--- config.mk ---
export PLATFORM = sky130hd
export DESIGN_NAME = n_bit_muldiv
export DESIGN_NICKNAME = d
export VERILOG_FILES = /design/src/rtl/n_bit_muldiv.sv
export SDC_FILE = /design/constraint.sdc
export NUM_CORES = 1
export LEC_CHECK = 0
export CORE_AREA = 2 2 214 216
export CTS_CLUSTER_DIAMETER = 30
export DETAILED_ROUTE_END_ITERATION = 8
export DIE_AREA = 0 0 216 218
export PLACE_DENSITY = 0.57
export REMOVE_ABC_BUFFERS = 1
export SLEW_MARGIN = 20
export SYNTH_ARGS = -nofsm -noshare
export SYNTH_HDL_FRONTEND = slang
export SYNTH_SLANG_ARGS = --single-unit
--- constraint.sdc ---
create_clock -name clk -period 7.8 [get_ports clk]
set_input_delay 0.78 -clock clk [delete_from_list [all_inputs] [get_ports clk]]
set_output_delay 0.78 -clock clk [all_outputs]
set_load 0.01 [all_outputs]
--- src/rtl/n_bit_muldiv.sv ---
// Iterative multiply/divide unit: radix-2 shift-add multiply and restoring divide.
// Define MULDIV_FAST_SPECIAL_EN to send divide-by-zero and signed overflow straight to DONE.
module n_bit_muldiv #(
    parameter int N = 32
) (
    input  logic         clk,
    input  logic         rst_n,
    input  logic         start,
    input  logic [2:0]   op,
    input  logic [N-1:0] a,
    input  logic [N-1:0] b,
    input  logic         kill,
    output logic         ready,
    output logic         done,
    output logic [N-1:0] result
);

    localparam int CW = $clog2(N) + 1;

    localparam logic [2:0] OP_MUL    = 3'b000;
    localparam logic [2:0] OP_MULH   = 3'b001;
    localparam logic [2:0] OP_MULHSU = 3'b010;
    localparam logic [2:0] OP_DIV    = 3'b100;
    localparam logic [2:0] OP_REM    = 3'b110;

    localparam logic signed [N-1:0] MIN_S = {1'b1, {(N-1){1'b0}}};
    localparam logic signed [N-1:0] NEG_ONE_S = '1;

    typedef enum logic [1:0] {
        IDLE = 2'd0,
        CALC = 2'd1,
        DONE = 2'd2
    } state_t;

    state_t         state_q, state_d;
    logic [2:0]     op_q, op_d;
    logic [N-1:0]   a_q, a_d;
    logic [N-1:0]   mcand_q, mcand_d;
    logic [2*N-1:0] acc_q, acc_d;
    logic           neg_q, neg_d;
    logic           div0_q, div0_d;
    logic           ovf_q, ovf_d;
    logic [CW-1:0]  cnt_q, cnt_d;
    logic [N-1:0]   result_q, result_d;

    logic           in_div, in_div_signed;
    logic           sign_a, sign_b;
    logic [N-1:0]   mag_a, mag_b;
    logic [2*N-1:0] acc_step;
    logic signed [N-1:0] a_s, b_s;

    // Two's-complement sign correction of an N-bit magnitude.
    function automatic logic [N-1:0] apply_sign(input logic [N-1:0] mag, input logic neg);
        logic signed [N-1:0] m;
        m = mag;
        return neg ? -m : m;
    endfunction

    function automatic logic [2*N-1:0] apply_sign_wide(input logic [2*N-1:0] mag, input logic neg);
        logic signed [2*N-1:0] m;
        m = mag;
        return neg ? -m : m;
    endfunction

    // Fixed answers for divide-by-zero and most-negative / -1.
    function automatic logic [N-1:0] special_result(input logic [2:0] s_op,
                                                    input logic [N-1:0] s_a,
                                                    input logic s_div0);
        if (s_div0) begin
            return s_op[1] ? s_a : '1;
        end
        return s_op[1] ? '0 : s_a;
    endfunction

    // One shift-add step: acc = {partial high, remaining multiplier bits}.
    function automatic logic [2*N-1:0] mul_step(input logic [2*N-1:0] m_acc,
                                                input logic [N-1:0] m_cand);
        logic [N:0] sum;
        sum = {1'b0, m_acc[2*N-1:N]} + (m_acc[0] ? {1'b0, m_cand} : {(N+1){1'b0}});
        return {sum, m_acc[N-1:1]};
    endfunction

    // One restoring-division step: acc = {partial remainder, dividend/quotient bits}.
    function automatic logic [2*N-1:0] div_step(input logic [2*N-1:0] d_acc,
                                                input logic [N-1:0] d_sor);
        logic [N:0] shifted;
        logic [N:0] diff;
        shifted = {d_acc[2*N-1:N], d_acc[N-1]};
        diff    = shifted - {1'b0, d_sor};
        if (!diff[N]) begin
            return {diff[N-1:0], d_acc[N-2:0], 1'b1};
        end
        return {shifted[N-1:0], d_acc[N-2:0], 1'b0};
    endfunction

    function automatic logic [N-1:0] finalize(input logic [2:0] f_op,
                                              input logic [2*N-1:0] f_acc,
                                              input logic f_neg,
                                              input logic f_div0,
                                              input logic f_ovf,
                                              input logic [N-1:0] f_a);
        logic [2*N-1:0] prod;
        if (f_op[2]) begin
            if (f_div0 || f_ovf) begin
                return special_result(f_op, f_a, f_div0);
            end
            return apply_sign(f_op[1] ? f_acc[2*N-1:N] : f_acc[N-1:0], f_neg);
        end
        prod = apply_sign_wide(f_acc, f_neg);
        return (f_op == OP_MUL) ? prod[N-1:0] : prod[2*N-1:N];
    endfunction

    // Operand signedness and magnitudes, taken straight from the request inputs.
    always_comb begin
        a_s           = a;
        b_s           = b;
        in_div        = op[2];
        in_div_signed = (op == OP_DIV) || (op == OP_REM);
        if (in_div) begin
            sign_a = in_div_signed && a[N-1];
            sign_b = in_div_signed && b[N-1];
        end else begin
            sign_a = ((op == OP_MULH) || (op == OP_MULHSU)) && a[N-1];
            sign_b = (op == OP_MULH) && b[N-1];
        end
        mag_a = apply_sign(a, sign_a);
        mag_b = apply_sign(b, sign_b);
    end

    assign acc_step = op_q[2] ? div_step(acc_q, mcand_q) : mul_step(acc_q, mcand_q);

    always_comb begin
        state_d  = state_q;
        op_d     = op_q;
        a_d      = a_q;
        mcand_d  = mcand_q;
        acc_d    = acc_q;
        neg_d    = neg_q;
        div0_d   = div0_q;
        ovf_d    = ovf_q;
        cnt_d    = cnt_q;
        result_d = result_q;

        case (state_q)
            IDLE: begin
                if (start && !kill) begin
                    op_d    = op;
                    a_d     = a;
                    mcand_d = in_div ? mag_b : mag_a;
                    acc_d   = {{N{1'b0}}, (in_div ? mag_a : mag_b)};
                    // REM follows the dividend sign; every other op uses the xor.
                    neg_d   = (op == OP_REM) ? sign_a : (sign_a ^ sign_b);
                    div0_d  = in_div && (b == '0);
                    ovf_d   = in_div_signed && (a_s == MIN_S) && (b_s == NEG_ONE_S);
                    cnt_d   = '0;
`ifdef MULDIV_FAST_SPECIAL_EN
                    if (div0_d || ovf_d) begin
                        state_d  = DONE;
                        result_d = special_result(op, a, div0_d);
                    end else begin
                        state_d = CALC;
                    end
`else
                    state_d = CALC;
`endif
                end
            end
            CALC: begin
                if (kill) begin
                    state_d = IDLE;
                end else begin
                    acc_d = acc_step;
                    cnt_d = cnt_q + CW'(1);
                    if (cnt_q == CW'(N - 1)) begin
                        state_d  = DONE;
                        result_d = finalize(op_q, acc_step, neg_q, div0_q, ovf_q, a_q);
                    end
                end
            end
            DONE: begin
                state_d = IDLE;
            end
            default: begin
                state_d = IDLE;
            end
        endcase
    end

    always_ff @(posedge clk) begin
        if (!rst_n) begin
            state_q  <= IDLE;
            op_q     <= '0;
            a_q      <= '0;
            mcand_q  <= '0;
            acc_q    <= '0;
            neg_q    <= 1'b0;
            div0_q   <= 1'b0;
            ovf_q    <= 1'b0;
            cnt_q    <= '0;
            result_q <= '0;
        end else begin
            state_q  <= state_d;
            op_q     <= op_d;
            a_q      <= a_d;
            mcand_q  <= mcand_d;
            acc_q    <= acc_d;
            neg_q    <= neg_d;
            div0_q   <= div0_d;
            ovf_q    <= ovf_d;
            cnt_q    <= cnt_d;
            result_q <= result_d;
        end
    end

    assign ready  = (state_q == IDLE);
    assign done   = (state_q == DONE);
    assign result = result_q;

endmodule

==> results.sh <==
export IMPL_ys_types=99
export IMPL_dr_pass1_iters=7
export IMPL_vdd_ir_drop_max_mv=0.169
export IMPL_ant_nets=0
export IMPL_crit_arrival_ns=6.83
export IMPL_hp_class="flop to flop"
export IMPL_multi_input_area_um2=13300
export IMPL_cts_repair_resized=0
export IMPL_fin_skew_ns=0.0143
export IMPL_p_leak_nw=7.28
export IMPL_synth_edf_count=0
export IMPL_routed_wl_um=76800
export IMPL_end_kind="flop"
export IMPL_nNetsFinal=2657
export IMPL_yosysWarningCount=0
export IMPL_synthToLayoutAreaGrowth_pct=11.3
export IMPL_final_util=0.440
export IMPL_cts_root_buf="clkbuf_16"
export IMPL_die_y_um=218
export IMPL_synthArstFlopShare=0
export IMPL_final_cell_area_um2=19800
export IMPL_grt_antenna_before_repair=0
export IMPL_post_cts_buffers=0
export IMPL_synthCells=2528
export IMPL_drc=0
export IMPL_vias=19600
export IMPL_final_cell_mix="nand2_1 (354), nor2_1 (265), a21oi_1 (245)"
export IMPL_cts_tree="yes"
export IMPL_wl_per_cell_um=24.6
export IMPL_htreeDepth=4
export IMPL_max_slew_margin_rel=0.268
export IMPL_crit_type="flop to flop"
export IMPL_grt_pass1_wl_um=114000
export IMPL_synth_compound_area_share=0.311
export IMPL_synth_top_family_by_area="compound AO/OA/AOI/OAI gates"
export IMPL_rows=78
export IMPL_avgSynthCellArea_um2=7.02
export IMPL_drt_iter0_drc=2094
export IMPL_drv_slew=0
export IMPL_timing_fmax_mhz=154
export IMPL_coreArea_um2=44900
export IMPL_tightest_slew_ns=1.09
export IMPL_p_per_area_nw_per_um2=148
export IMPL_insertion_delay_ns=0.47
export IMPL_diodes=0
export IMPL_dp_hpwl_um=57000
export IMPL_fin_crit_ns=6.48
export IMPL_fillers=4808
export IMPL_startpoint="acc_q[31]"
export IMPL_synthFlopType="dfxtp_1"
export IMPL_place_area_um2=19200
export IMPL_final_common_cell="nand2_1"
export IMPL_grt_pass1_vias=17900
export IMPL_avgViaCountPerCell=6.27
export IMPL_finalNonFillerCells=3125
export IMPL_synth_xor_area_frac=0.0848
export IMPL_worstHoldStart="result[3]"
export IMPL_finalSetupViolations=0
export IMPL_status="completed"
export IMPL_ios=105
export IMPL_place_congestion=0.967
export IMPL_drive_above_1_share=0.0626
export IMPL_cts_made_buffers=17
export IMPL_placedCellCount=3095
export IMPL_rsz0062_at_grt="no"
export IMPL_holdBufCountCts=0
export IMPL_ys_ff_latch=174
export IMPL_r2r_start="acc_q[31]"
export IMPL_yosysSeqAreaShare=0.196
export IMPL_synthAdderAreaFrac=0.0516
export IMPL_globalRouteOverflowTotal=0
export IMPL_cp_max_fo=8
export IMPL_grt_max_degree=93
export IMPL_hold_viol_final=0
export IMPL_dieArea_um2=47100
export IMPL_initial_utilization=0.396
export IMPL_grt_use_total=0.318
export IMPL_clkSinkCount=174
export IMPL_startpoint_type="flop"
export IMPL_io_buffers=104
export IMPL_ff_latch_area_um2=3490
export IMPL_fp_dieW_um=216
export IMPL_clock_path_buffers=2
export IMPL_holdWs_ns=0.454
export IMPL_synth_area_mux_share=0.0472
export IMPL_yosys_area_share_simple=0.252
export IMPL_synthesis_area_um2=17800
export IMPL_drv_cap=0
export IMPL_clk_pin_slew_ns=0.08
export IMPL_fin_crit_sh=0.831
export IMPL_required_ns=8.16
## cells by family (layout without fill, tap and decap cells)
family | after synthesis | in the layout
AO/OA/AOI/OAI | 814 | 814
XOR/XNOR | 172 | 172
adder cells (fa/ha/maj) | 72 | 72
buffers and inverters | 252 | 249
flip-flops | 174 | 174
multiplexers | 78 | 78
AND/OR/NAND/NOR | 966 | 966
## where the power goes
| part | internal, mW | total (mW) | switching [mW] |
|---|---|---|---|
| clock network | 0.533 | 0.935 | 0.402 |
| logic | 0.348 | 1.02 | 0.669 |
| registers | 0.921 | 0.967 | 0.0464 |
| total | 1.80 | 2.92 | 1.12 |
## final timing paths
path	to	slack, ns	cells after the start
worst max-delay path	result[20]	1.32	22
worst min-delay path	result[3]	0.45	2
worst max register to register	result[20]	1.32	22
worst min register to register	result[3]	0.45	2
## metal layers
metal | GRT usage | share of wire | wire length [µm] | vias up
li1 | - | - | - | 9210
met1 | 0.455 | 0.46 | 35000 | 9420
met2 | 0.480 | 0.43 | 33000 | 857
met3 | 0.0530 | 0.085 | 6520 | 109
met4 | 0.113 | 0.030 | 2310 | 0
met5 | 0 | 0 | 0 | -
## state kept, by name, summed over array words and instances, names as in the netlist
signal	cells
div0_q	1
ovf_q	1
a_q	32
state_q	2
mcand_q	32
result	32
op_q	3
acc_q	64
cnt_q	6
neg_q	1
## critical path, cell delays in order (launching register included)
cell	delay [ns]
dfxtp_1	0.37
inv_1	0.09
ha_1	0.15
inv_1	0.05
fa_1	0.43
a211oi_1	0.28
o211ai_1	0.27
a2111o_2	0.54
nand3_4	0.12
a211o_1	0.23
nor2_1	0.06
a21oi_1	0.20
ha_1	0.27
nand2_1	0.06
or4_1	0.59
or3_1	0.47
or2_2	0.38
nor3_1	0.36
nand4_1	0.49
nor3_1	0.35
mux2_2	0.38
a21oi_1	0.15
nor3_1	0.06
## cell type report
type / count / share of cell area
timing repair buffer: 143 / 0.0672
sequential: 174 / 0.177
tap: 600 / 0.0380
clock buffer: 20 / 0.0221
clock inverter: 10 / 0.00842
multi-input combinational: 2102 / 0.673
inverter: 76 / 0.0146
## through the flow
step                      setup WS [ns]  setup TNS, ns  power (mW)
after global placement             1.62              0        1.97
after global routing              0.954              0        3.05
final                              1.32              0        2.92
after floorplan                   -4.35        -260.11        1.63
after detailed placement           1.41              0        1.97
after CTS                          1.39              0        2.90
## synthesized netlist by cell type (32+ instances only)
master,n,share of area
nand2_1,354,0.075
nor2_1,268,0.057
a21oi_1,245,0.069
dfxtp_1,174,0.20
clkbuf_1,134,0.028
o21ai_0,127,0.036
xnor2_1,98,0.048
nor3_1,80,0.023
inv_1,74,0.016
xor2_1,74,0.036
ha_1,70,0.049
o211ai_1,58,0.025
mux2i_1,50,0.028
and2_1,46,0.016
o31ai_1,43,0.018
nand3_1,42,0.012
a221oi_1,39,0.019
a22oi_1,39,0.016
a211oi_1,35,0.015
nand4_1,33,0.012
a21o_1,32,0.014
Note: power is estimated with default switching activity, not from simulation.
